**config.mk**
```make
export PLATFORM = sky130hd
export DESIGN_NAME = huffman_bit_serializer
export DESIGN_NICKNAME = d
export VERILOG_FILES = /design/src/rtl/huffman_bit_serializer.sv
export SDC_FILE = /design/constraint.sdc
export NUM_CORES = 1
export LEC_CHECK = 0
export CAP_MARGIN = 20
export CORE_MARGIN = 1.5
export CORE_UTILIZATION = 45
export CTS_CLUSTER_DIAMETER = 40
export CTS_CLUSTER_SIZE = 28
export DETAILED_ROUTE_END_ITERATION = 8
export PLACE_DENSITY = 0.67
export SLEW_MARGIN = 20
export SYNTH_ARGS = -nofsm -noshare
export SYNTH_HDL_FRONTEND = slang
export SYNTH_SLANG_ARGS = --single-unit
```
**constraint.sdc**
```tcl
create_clock -name clock -period 7.5 [get_ports clock]
set_clock_uncertainty 0.05 [all_clocks]
set_input_delay 1.875 -clock clock [delete_from_list [all_inputs] [get_ports clock]]
set_output_delay 1.875 -clock clock [all_outputs]
set_load 0.01 [all_outputs]
```
**src/rtl/huffman_bit_serializer.sv**
```systemverilog
// rtl/huffman_bit_serializer.sv - word FIFO feeding an MSB-first bit serializer with ready/valid output
// Optional trailing even-parity bit per frame when HUFFMAN_SER_PARITY_EN is defined.
module huffman_bit_serializer #(
  parameter int WORD_W     = 32,
  parameter int FIFO_DEPTH = 4
) (
  input  logic                          clock,
  input  logic                          resetn,
  input  logic [WORD_W-1:0]             word_in,
  input  logic                          word_valid,
  output logic                          bit_out,
  output logic                          bit_valid,
  input  logic                          bit_ready,
  output logic                          word_done,
  output logic [$clog2(FIFO_DEPTH):0]   level,
  output logic                          overflow,
  output logic                          busy
);

  localparam int PW = $clog2(FIFO_DEPTH);
  localparam int CW = $clog2(WORD_W);
  localparam int LW = PW + 1;

  typedef enum logic [1:0] {
    IDLE,
    SHIFT
`ifdef HUFFMAN_SER_PARITY_EN
    , PARITY
`endif
  } state_t;

  state_t            state;
  logic [WORD_W-1:0] mem [FIFO_DEPTH];
  logic [PW-1:0]     wr_ptr;
  logic [PW-1:0]     rd_ptr;
  logic [WORD_W-1:0] shreg;
  logic [CW-1:0]     cnt;
  logic [WORD_W-1:0] head;
  logic              xfer;
  logic              frame_done;
  logic              nonempty;
  logic              full;
  logic              pop;
  logic              push;
`ifdef HUFFMAN_SER_PARITY_EN
  logic              parity_bit;
`endif

  assign head      = mem[rd_ptr];
  assign bit_valid = (state != IDLE);
  assign xfer      = bit_valid & bit_ready;
  assign nonempty  = (level != '0);
  assign full      = (level == LW'(FIFO_DEPTH));
  assign busy      = (state != IDLE) || nonempty;

`ifdef HUFFMAN_SER_PARITY_EN
  assign frame_done = (state == PARITY) && xfer;
  assign bit_out    = (state == PARITY) ? parity_bit : shreg[WORD_W-1];
`else
  assign frame_done = (state == SHIFT) && xfer && (cnt == '0);
  assign bit_out    = shreg[WORD_W-1];
`endif

  // A full FIFO still accepts a write when the head leaves in the same cycle.
  assign pop  = nonempty && ((state == IDLE) || frame_done);
  assign push = word_valid && (!full || pop);

  always_ff @(posedge clock) begin
    if (push) mem[wr_ptr] <= word_in;
  end

  always_ff @(posedge clock or negedge resetn) begin
    if (!resetn) begin
      state     <= IDLE;
      wr_ptr    <= '0;
      rd_ptr    <= '0;
      level     <= '0;
      shreg     <= '0;
      cnt       <= '0;
      overflow  <= 1'b0;
      word_done <= 1'b0;
`ifdef HUFFMAN_SER_PARITY_EN
      parity_bit <= 1'b0;
`endif
    end else begin
      word_done <= frame_done;
      if (word_valid && !push) overflow <= 1'b1;
      if (push) wr_ptr <= wr_ptr + PW'(1);
      if (pop)  rd_ptr <= rd_ptr + PW'(1);
      level <= level + LW'(push) - LW'(pop);
`ifdef HUFFMAN_SER_PARITY_EN
      if (pop) parity_bit <= ^head;
`endif
      case (state)
        IDLE: begin
          if (pop) begin
            shreg <= head;
            cnt   <= CW'(WORD_W - 1);
            state <= SHIFT;
          end
        end
        SHIFT: begin
          if (xfer) begin
            if (cnt != '0) begin
              shreg <= shreg << 1;
              cnt   <= cnt - CW'(1);
            end else begin
`ifdef HUFFMAN_SER_PARITY_EN
              shreg <= shreg << 1;
              state <= PARITY;
`else
              if (pop) begin
                shreg <= head;
                cnt   <= CW'(WORD_W - 1);
              end else begin
                shreg <= shreg << 1;
                state <= IDLE;
              end
`endif
            end
          end
        end
`ifdef HUFFMAN_SER_PARITY_EN
        PARITY: begin
          if (xfer) begin
            if (pop) begin
              shreg <= head;
              cnt   <= CW'(WORD_W - 1);
              state <= SHIFT;
            end else begin
              state <= IDLE;
            end
          end
        end
`endif
        default: state <= IDLE;
      endcase
    end
  end

endmodule
```
## Yosys cells after proc, flatten, opt, wreduce, memory -nomap -nowiden

Memories as Yosys holds them, arrays and structs flattened.
Index checks and enable logic that the tools add are counted.

| storage, ports and cells | value |
|---|---|
| register bits after elaboration | 48 |
| bits in latches | 0 |
| memory bits (writable) | 128 |
| ROM bits | 0 |
| input bits | 36 |
| output and inout bits | 8 |
| memories | 1 |

| operators by class | value |
|---|---|
| add/sub/neg operators | 5 |
| $mul | 0 |
| divide/modulo/power cells | 0 |
| magnitude comparators | 0 |
| eq/ne operators | 6 |
| shift operators | 0 |
| multiplexer cells | 16 |
| bitwise operators | 1 |
| reductions and logical operators | 19 |

Memories:

| memory | depth | width | rd ports | clocked after Yosys merged registers in | write ports | RTL line | source |
|---|---|---|---|---|---|---|---|
| mem | 4 | 32 | 1 | 0 | 1 | 33 | `logic [WORD_W-1:0] mem [FIFO_DEPTH];` |

Operator list:

| operator | number |
|---|---|
| 2-to-1 mux 32 bit | 4 |
| one-hot mux 32 bit (2 select lines) | 1 |
| 2-to-1 mux 5 bit | 3 |
| one-hot mux 5 bit (2 select lines) | 1 |
| 2-to-1 mux 2 bit | 4 |
| inequality test 2 bit (second input constant) | 4 |
| logical AND 1 bit | 5 |
| logical NOT 5 bit | 1 |
| nonzero test 5 bit | 1 |
| subtractor 5 x 1 -> 5 bit (second input constant) | 1 |
| adder 2 x 1 -> 2 bit (second input constant) | 2 |
| one-hot mux 2 bit (2 select lines) | 1 |
| AND reduction 4 bit | 1 |
| nonzero test 2 bit | 2 |
| adder 3 x 1 -> 3 bit | 1 |
| == test 3 bit (second input constant) | 1 |
| logical OR 1 bit | 3 |
| AND reduction 3 bit | 1 |
| nonzero test 3 bit | 1 |
| subtractor 3 x 1 -> 3 bit | 1 |
| == test 2 x 1 -> 1 bit (second input constant) | 1 |
| logical NOT 1 bit | 2 |
| logical NOT 2 bit | 1 |
| 2-to-1 mux 1 bit | 2 |
| other kinds (2) | 2 |

## Logic depth before layout (Yosys ltp)

Gate-level depths: netlist of the first run.

| depth | value |
|---|---|
| word-level depth | 10 |
| depth in mapped cells | 13 |
| mapped depth without buffers | 13 |

## Least setup slack after synthesis of the first run

OpenSTA, ideal clock, no wires.

| path | value |
|---|---|
| path type | input-to-reg |
| start | input bit_ready |
| end | register level[2] |
| library setup time | 130 ps |
| data arrival time | 3539 ps |
| slack | 3781 ps |
| stages on the path | 10 |
| path buffers | 1 |
| cell sequence | a21boi_2 > nor2_4 > buf_2 > ha_1 > inv_1 > ha_1 > inv_1 > fa_1 > xnor2_1 > xnor2_1 |

| on the way | value |
|---|---|
| word-level cells in the longest chain between the ends | 9 |

Ends and longest elaborated chain:

| item | RTL line | source |
|---|---|---|
| from (decl) | 13 | `input logic bit_ready,` |
| bitwise AND 1 bit (*) | 51 | `assign xfer = bit_valid & bit_ready;` |
| logical AND 1 bit (*) (2 in series) | 60 | `assign frame_done = (state == SHIFT) && xfer && (cnt == '0);` |
| logical OR 1 bit (*) | 65 | `assign pop = nonempty && ((state == IDLE) \|\| frame_done);` |
| logical AND 1 bit (*) | 65 |  |
| logical OR 1 bit | 66 | `assign push = word_valid && (!full \|\| pop);` |
| logical AND 1 bit | 66 |  |
| adder 3 x 1 -> 3 bit | 90 | `level <= level + LW'(push) - LW'(pop);` |
| subtractor 3 x 1 -> 3 bit (*) | 90 |  |
| to (signal assigned) | 90 |  |
| to (decl) | 15 | `output logic [$clog2(FIFO_DEPTH):0] level,` |

Every way passes the cells marked *; elsewhere a longest branch is shown, timed or not.
A chain may end at the register's enable or synchronous reset.

## Worst setup path after layout of the first run

Same ends and word-level chain as after synthesis.

==> results of run 1 <==
cell type report:
class / count / area, um2
Inverter: 9 / 33.78
Multi-Input combinational cell: 161 / 1769
Timing Repair Buffer: 52 / 493.0
Sequential cell: 175 / 5022
Clock buffer: 19 / 432.9
Clock inverter: 13 / 186.4
Tap cell: 188 / 235.2
Fill cell: 1214 / 6917
critical path, cell delays in order:
cell	delay, ns
clkdlybuf4s50_1	0.77
a21boi_2	0.20
nor2_4	0.71
ha_1	0.37
inv_1	0.06
ha_1	0.13
inv_1	0.05
fa_1	0.37
xnor2_1	0.15
xnor2_1	0.13
layout by cell type (no fill, tap or decap), types with 3 or more instances in the layout:
master / instances
a21o_1: 31
a22o_1: 32
and2_1: 5
buf_4: 9
bufinv_16: 4
clkbuf_16: 17
clkdlybuf4s50_1: 42
clkinvlp_4: 6
dfrtp_1: 45
edfxtp_1: 128
ha_1: 8
inv_1: 9
mux4_2: 32
nand2_1: 6
nand2b_1: 4
nor2_1: 7
o21ai_0: 5
xnor2_1: 3
cell families after synthesis:
| family | count (synthesis) | share of synthesized area |
|---|---|---|
| AO/OA/AOI/OAI | 81 | 0.09535 |
| XOR/XNOR | 5 | 0.006334 |
| adder cells (fa/ha/maj) | 9 | 0.01737 |
| buffers and inverters | 29 | 0.01936 |
| flip-flops | 175 | 0.7259 |
| multiplexers | 34 | 0.1073 |
| AND/OR/NAND/NOR | 32 | 0.02841 |
power breakdown:
group	switching (mW)	internal, mW
clock	0.355	0.558
sequential	0.170	1.30
combinational	0.308	0.380
layer usage:
metal | share of wire | track usage | up-vias
met5 | 0 | 0 | -
met4 | 0.0096 | 0.05548 | 0
met2 | 0.51 | 0.2685 | 55
li1 | - | - | 1562
met1 | 0.45 | 0.2081 | 1792
met3 | 0.037 | 0.05019 | 12
sequential cells by signal, indices dropped and copies added (netlist names):
| name | count |
|---|---|
| wr_ptr | 2 |
| state | 1 |
| rd_ptr | 2 |
| word_done | 1 |
| shreg | 32 |
| overflow | 1 |
| mem | 128 |
| level | 3 |
| cnt | 5 |
stage by stage:
stage | setup WS [ns] | util | hold slack, ns | cells
after floorplan | 3.781 | - | 0.4532 | 365
after global placement | 2.544 | 0.5006 | 0.4156 | 585
after detailed placement | 2.452 | 0.5006 | 0.4080 | 585
after CTS | 2.909 | 0.5416 | 0.4228 | 617
after global routing | 2.731 | 0.5416 | 0.4292 | 617
final | 2.941 | 0.5416 | 0.4192 | 617
how the worst max path moves through the flow:
| stage | from | end | slack [ns] |
|---|---|---|---|
| after floorplan | bit_ready | level[2] | 3.78 |
| after detailed placement | bit_ready | level[2] | 2.45 |
| after CTS | bit_ready | level[2] | 2.91 |
| after global routing | bit_ready | level[2] | 2.73 |
| final | bit_ready | level[2] | 2.94 |
| after global placement | bit_ready | level[2] | 2.54 |
==> results.py, run 1 <==
metrics = {
    "global_route": {
        "grt_overflow": 0,
        "antenna_found_initial": 0,
        "grt_pass1_vias": 3735,
        "grt_max_degree": 48,
        "grtUsageTotal": 0.1633,
        "grt_pass1_wl_mm": 19.55,
    },
    "synth": {
        "async_flop_share": 0.2686,
        "syn_nets": 410,
        "synth_flop_cell": "edfxtp_1",
        "avgSynthCellArea_um2": 18.95,
        "synthTopCellsByArea": "edfxtp_1 (56%), dfrtp_1 (17%), mux4_2 (10%), a22o_1 (4.1%), a21o_1 (3.4%)",
        "synth_cells": 365,
        "ys_warn_count": 0,
        "ys_seq_area_frac": 0.7259,
        "ys_ff_latch": 175,
        "synth_top_area_frac": 0.5558,
        "netlist_top_cells_count": "edfxtp_1 (128), dfrtp_1 (47), a22o_1 (32), mux4_2 (32), a21o_1 (31)",
        "synth_edf_count": 128,
        "syn_area_um2": 6915,
        "synth_most_common_cell": "edfxtp_1",
        "yosysTopAreaCell": "edfxtp_1",
        "yosys.cell_types.count": 38,
    },
    "pwr": {
        "peakVddDrop_v": 0.0002317,
        "power_density_nw_per_um2": 376.0,
        "p_total_mw": 3.073,
        "p_leak_nw": 3.182,
    },
    "clock_tree": {
        "path_clk_slew_ns": 0.06,
        "tritoncts": "done",
        "clock_tree.root_cell": "clkbuf_16",
        "insertion_delay_ns": 0.42,
        "holdBufCountCts": 0,
        "cts_inserted_buffers": 17,
        "cts_sinks": 175,
        "cts-resized-gates": 0,
        "clk_path_buf_depth": 2,
        "postCtsSetupBuffers": 0,
        "cts_max_level": 4,
    },
    "timing": {
        "finalMaxSlewViolations": 0,
        "hold_viol_final": 0,
        "relSlewSlack": 0.4237,
        "tightest_slew_ns": 0.8644,
        "post-route-period-util": 0.6079,
        "tns_ns": 0,
        "rsz0062_at_grt": "false",
        "setup_viol": 0,
        "period_minus_slack_ns": 4.559,
        "clock.fmax_mhz": 219.3,
    },
    "floorplanning": {
        "io_pins": 44,
        "dieHeight_um": 127.0,
        "chipWidth_um": 127.0,
        "initial_core_util": 0.4583,
        "design.die.area_um2": 16120,
        "num_rows": 45,
        "coreArea_um2": 15090,
    },
    "routing": {
        "drcViolationCount": 0,
        "detailroute.via_count": 3421,
        "wire_per_inst_um": 18.96,
        "wl_mm": 11.70,
        "drt_iter0_drc": 217,
        "drtAntennaViolNets": 0,
        "viasPerCell": 5.545,
        "firstDrtPassIters": 4,
    },
    "worst_setup_path": {
        "endpoint_kind": "flop",
        "reg2reg_to": "level[2]",
        "r2r_slack_ns": 4.03,
        "cp_max_fo": 33,
        "arrival_ns": 4.82,
        "critical_path_class": "input port to flop",
        "start_kind": "input port",
        "worst_ep_required_time_ns": 7.76,
        "r2r_start": "cnt[0]",
        "r2r_cells": 12,
    },
    "flow_run": {
        "maxCapViolations": 0,
    },
    "finish": {
        "drive_gt1_frac": 0.1888,
        "synthToLayoutAreaGrowth_pct": 18.18,
        "antenna_cells": 0,
        "nNetsFinal": 461,
        "finalInstanceArea_um2": 8173,
    },
    "place": {
        "dpl_cell_area_um2": 7553,
        "port_buffers": 43,
        "gp_congestion": 0.7051,
        "dp.final_hpwl_mm": 6.585,
    },
    "outcome": {
        "status": "finished clean",
    },
    "worst_hold_path": {
        "hold_path_startpoint": "overflow",
        "whs_endpoint": "overflow",
        "min_path_cells": 1,
        "hp-class": "flop to flop",
    },
}
Note: power is estimated with default switching activity, not from simulation.
==> run 2: changes to the inputs <==
==> constraint.sdc (replaced) <==
create_clock -name clock -period 4.3 [get_ports clock]
set_clock_uncertainty 0.05 [all_clocks]
set_input_delay 1.075 -clock clock [delete_from_list [all_inputs] [get_ports clock]]
set_output_delay 1.075 -clock clock [all_outputs]
set_load 0.01 [all_outputs]
==> run 2 against run 1 <==
Compared with the run above:
- flip-flop and latch count stayed put
- global-route usage hardly changed
- wire length is 2.9% higher
- final cell count is 0.16% higher
- clock-buffer cell count is 1 higher
- sequential power is 72% higher
- combinational power is 82% higher
- highest routed layer unchanged
==> results.py, run 2 (synthesized netlist as in run 1, its figures left out) <==
metrics = {
    "outcome": {
        "status": "finished clean",
    },
    "clock_tree": {
        "cts_max_level": 4,
        "tritoncts": "done",
        "holdBufCountCts": 0,
        "path_clk_slew_ns": 0.06,
        "cts-resized-gates": 0,
        "clk_path_buf_depth": 2,
        "postCtsSetupBuffers": 0,
        "insertion_delay_ns": 0.42,
        "cts_sinks": 175,
        "cts_inserted_buffers": 17,
        "clock_tree.root_cell": "clkbuf_16",
    },
    "worst_setup_path": {
        "r2r_start": "cnt[0]",
        "cp-startpoint": "cnt[0]",
        "slowest_delay_ns": 0.71,
        "r2r_cells": 12,
        "slowest_stage": "nor2_4",
        "start_kind": "flop",
        "arrival_ns": 3.66,
        "critical_path_class": "flop to flop",
        "endpoint_kind": "flop",
        "cp_max_fo": 33,
        "crit_chain": "inv_1 > ha_1 > nor4b_4 > a21boi_2 > nor2_4 > ha_1 > inv_1 > ha_1 > inv_1 > fa_1 > xnor2_1 > xnor2_1",
        "r2r_slack_ns": 0.89,
        "worst_ep_required_time_ns": 4.55,
    },
    "timing": {
        "tightest_slew_ns": 0.8678,
        "setup_viol": 0,
        "hold_viol_final": 0,
        "period_minus_slack_ns": 3.407,
        "clock.fmax_mhz": 293.5,
        "finalMaxSlewViolations": 0,
        "relSlewSlack": 0.4215,
        "rsz0062_at_grt": "false",
        "post-route-period-util": 0.7922,
        "tns_ns": 0,
    },
    "place": {
        "dp.final_hpwl_mm": 6.708,
        "port_buffers": 43,
        "gp_congestion": 0.7107,
        "dpl_cell_area_um2": 7560,
    },
    "pwr": {
        "combPwrFrac": 0.241,
        "power_density_nw_per_um2": 640.4,
        "p_leak_nw": 3.183,
        "peakVddDrop_v": 0.0004274,
        "switchingPower_mw": 1.460,
        "switching_share": 0.2806,
        "power_frac_clock": 0.274,
        "p_total_mw": 5.202,
        "internal_power_mw": 3.742,
        "power_frac_seq": 0.485,
    },
    "flow_run": {
        "maxCapViolations": 0,
    },
    "routing": {
        "routed-wl-met2_mm": 6.138,
        "viasPerCell": 5.688,
        "wl_met3_um": 483,
        "firstDrtPassIters": 4,
        "wl_mm": 12.04,
        "highest_layer": "met4",
        "detailroute.via_count": 3515,
        "drcViolationCount": 0,
        "drt_iter0_drc": 196,
        "wire_per_inst_um": 19.47,
        "drtAntennaViolNets": 0,
        "wl_met1_mm": 5.328,
    },
    "floorplanning": {
        "io_pins": 44,
        "initial_core_util": 0.4583,
        "coreArea_um2": 15090,
        "design.die.area_um2": 16120,
        "num_rows": 45,
        "dieHeight_um": 127.0,
        "chipWidth_um": 127.0,
    },
    "finish": {
        "largest_reg_flops": 128,
        "antenna_cells": 0,
        "reg.largest.list": "mem (128), shreg (32), cnt (5)",
        "largest_register": "mem",
        "utilization": 0.5383,
        "fillers": 1217,
        "layout.cells.most_common": "edfxtp_1",
        "synthToLayoutAreaGrowth_pct": 17.46,
        "finalInstanceArea_um2": 8123,
        "nNetsFinal": 462,
        "layout_common_cells": "edfxtp_1 (128), dfrtp_1 (46), clkdlybuf4s50_1 (42)",
        "drive_gt1_frac": 0.1953,
    },
    "worst_hold_path": {
        "hp-class": "flop to flop",
        "min_path_cells": 1,
        "hold_path_startpoint": "overflow",
    },
    "global_route": {
        "antenna_found_initial": 0,
        "grt_pass1_wl_mm": 19.63,
        "grt_max_degree": 48,
        "grtUsageTotal": 0.1631,
        "grt_pass1_vias": 3691,
        "grt_overflow": 0,
    },
}
==> run 2: cell count changes in the layout (fill, tap and decap cells not counted), sizes merged <==
cell      before  now
clkbuf        19   20
clkinv         1    6
inv           11   12
clkinvlp       6    3
buf           10   11
bufinv         4    0
==> run 2: critical path: cells and delay by family (launching register included) <==
kind / cells / cell delay, ns
AO/OA/AOI/OAI: 1 / 0.20
adder cells (fa/ha/maj): 4 / 1.05
AND/OR/NAND/NOR: 2 / 1.10
flip-flops: 1 / 0.40
XOR/XNOR: 2 / 0.27
buffers and inverters: 3 / 0.21
==> run 2: cell type report <==
| type | instances | area, um2 | share of cell area |
|---|---|---|---|
| multi-input combinational | 161 | 1769 | 0.2178 |
| sequential | 175 | 5021 | 0.6181 |
| tap | 188 | 235.2 | 0.02896 |
| inverter | 9 | 33.78 | 0.004159 |
| clock inverter | 12 | 82.58 | 0.01017 |
| timing repair buffer | 53 | 503.0 | 0.06192 |
| clock buffer | 20 | 478.0 | 0.05884 |
==> run 2: power groups by stage <==
| stage | registers, mW | logic (mW) | clock network [mW] |
|---|---|---|---|
| floorplan | 2.46 | 0.964 | 0 |
| global placement | 2.54 | 1.24 | 0 |
| detailed placement | 2.57 | 1.27 | 0 |
| CTS | 2.54 | 1.27 | 1.46 |
| global route | 2.58 | 1.37 | 1.54 |
| finish | 2.53 | 1.25 | 1.43 |
==> run 2: metal layers <==
metal  track usage  vias to the layer above
li1              -                     1564
met3       0.05188                        8
met1        0.2132                     1868
met4       0.04612                        0
met5             0                        -
met2        0.2650                       75
==> run 2: final timing paths <==
| check | to |
|---|---|
| worst max-delay path | level[2] |
| max in group asynchronous | rd_ptr[0] |
| min in group asynchronous | level[1] |
| worst max register to register | level[2] |
| worst min register to register | overflow |
| worst min-delay path | overflow |
==> run 2: stage by stage <==
step | instances | setup WS (ns) | hold slack (ns)
2_1_floorplan | 365 | 1.381 | 0.4532
3_3_place_gp | 586 | 0.5015 | 0.4052
3_5_place_dp | 586 | 0.4695 | 0.4365
4_1_cts | 618 | 0.8812 | 0.4476
5_1_grt | 618 | 0.6682 | 0.4667
6_report | 618 | 0.8934 | 0.4404
==> RTL edit: new RTL, settings of run 2 <==
Add a define of `HUFFMAN_SER_PARITY_EN`.
--- a/src/rtl/huffman_bit_serializer.sv
+++ b/src/rtl/huffman_bit_serializer.sv
@@ -1,5 +1,7 @@
 // rtl/huffman_bit_serializer.sv - word FIFO feeding an MSB-first bit serializer with ready/valid output
 // Optional trailing even-parity bit per frame when HUFFMAN_SER_PARITY_EN is defined.
+`define HUFFMAN_SER_PARITY_EN
+
 module huffman_bit_serializer #(
   parameter int WORD_W     = 32,
   parameter int FIFO_DEPTH = 4
Check against the original RTL: same outputs for any inputs over 10 cycles, from zero or initial values and one cycle with resetn low; that may be too few to reach the edited logic, so the function may still have changed.
==> RTL edit against run 2 <==
Sequential cell count increased by 2. Maximum frequency rose by 5.1%. Routed wire length is 11% higher. Count of clock-buffer cells in the layout stayed put. Cell area up 5.3%. Area after synthesis increased by 5.4%. Setup slack better by 0.16 ns.
Power is not compared: it rests on default switching activity, and its combinational part moved more than twofold at a synthesized area within 25%.
==> RTL edit: results <==
metrics = {
    "route": {
        "wl_met2_mm": 6.60,
        "vias_per_cell": 5.27,
        "wl_met3_um": 405,
        "drt_iter0_markers": 238,
        "drt_pre_antenna_iters": 5,
        "avgRoutedWirePerCell_um": 18.1,
        "wl_met1_mm": 6.09,
    },
    "placed_design": {
        "place.gp.congestion": 0.730,
        "placed_area_sq_mm": 0.00793,
        "dpl.cell_count": 705,
        "dp_slack_ns": 0.624,
    },
    "synthesis": {
        "netlist_instances": 462,
        "ys_seq_area_share_pct": 69.6,
        "synth.distinct_cells": 35,
        "synth.top_cells.by_area": "edfxtp_1, dfrtp_1, mux4_2, xnor2_1, nand2_1",
        "synthAdderAreaFrac_pct": 1.65,
        "synth-async-reset-ratio_pct": 27.7,
        "yosys-top-cells-count": "edfxtp_1, nand2_1, dfrtp_1",
    },
    "critical_path": {
        "worstPathMaxFanout": 5,
        "path_delay_family": "adder cells",
        "cp.arrival_ns": 3.51,
        "reg2reg_setup_slack_ns": 1.41,
    },
    "sta": {
        "relSlewSlack_pct": 38.8,
        "post-route-min-period_ns": 3.24,
        "hold_slack_ns": 0.453,
    },
    "grt": {
        "met3_usage_pct": 4.06,
        "use_met1_pct": 23.7,
        "use_met2_pct": 28.6,
        "grt_max_degree": 65,
        "grt_pass1_wl_mm": 21.9,
    },
    "status": {
        "status": "finished, final reports clean",
    },
    "final_layout": {
        "fin_nets": 553,
        "stdcell_count": 737,
    },
}
-- RTL edit: report_power, final --
group          internal (uW)  switching (uW)
combinational           1370            1450
clock                    946             637
sequential              2340             320
total                   4660            2410
-- RTL edit: worst paths after layout --
kind	startpoint	endpoint	depth (start not counted)
worst max-delay path	bit_ready	level[2]$_DFF_PN0_	12
max in group asynchronous	resetn	rd_ptr[1]$_DFFE_PN0N_	1
worst min register to register	parity_bit$_DFFE_PN0N_	parity_bit$_DFFE_PN0N_	2
worst min-delay path	parity_bit$_DFFE_PN0N_	parity_bit$_DFFE_PN0N_	2
min in group asynchronous	resetn	word_done$_DFF_PN0_	1
worst max register to register	rd_ptr[0]$_DFFE_PN0N_	parity_bit$_DFFE_PN0N_	8
-- RTL edit: cell type report --
class	count	area [sq um]
clock buffer	20	457
sequential	177	5070
clock inverter	12	159
multi-input combinational	249	2050
inverter	12	45.0
tap	216	270
fill	1277	7280
timing repair buffer	51	500
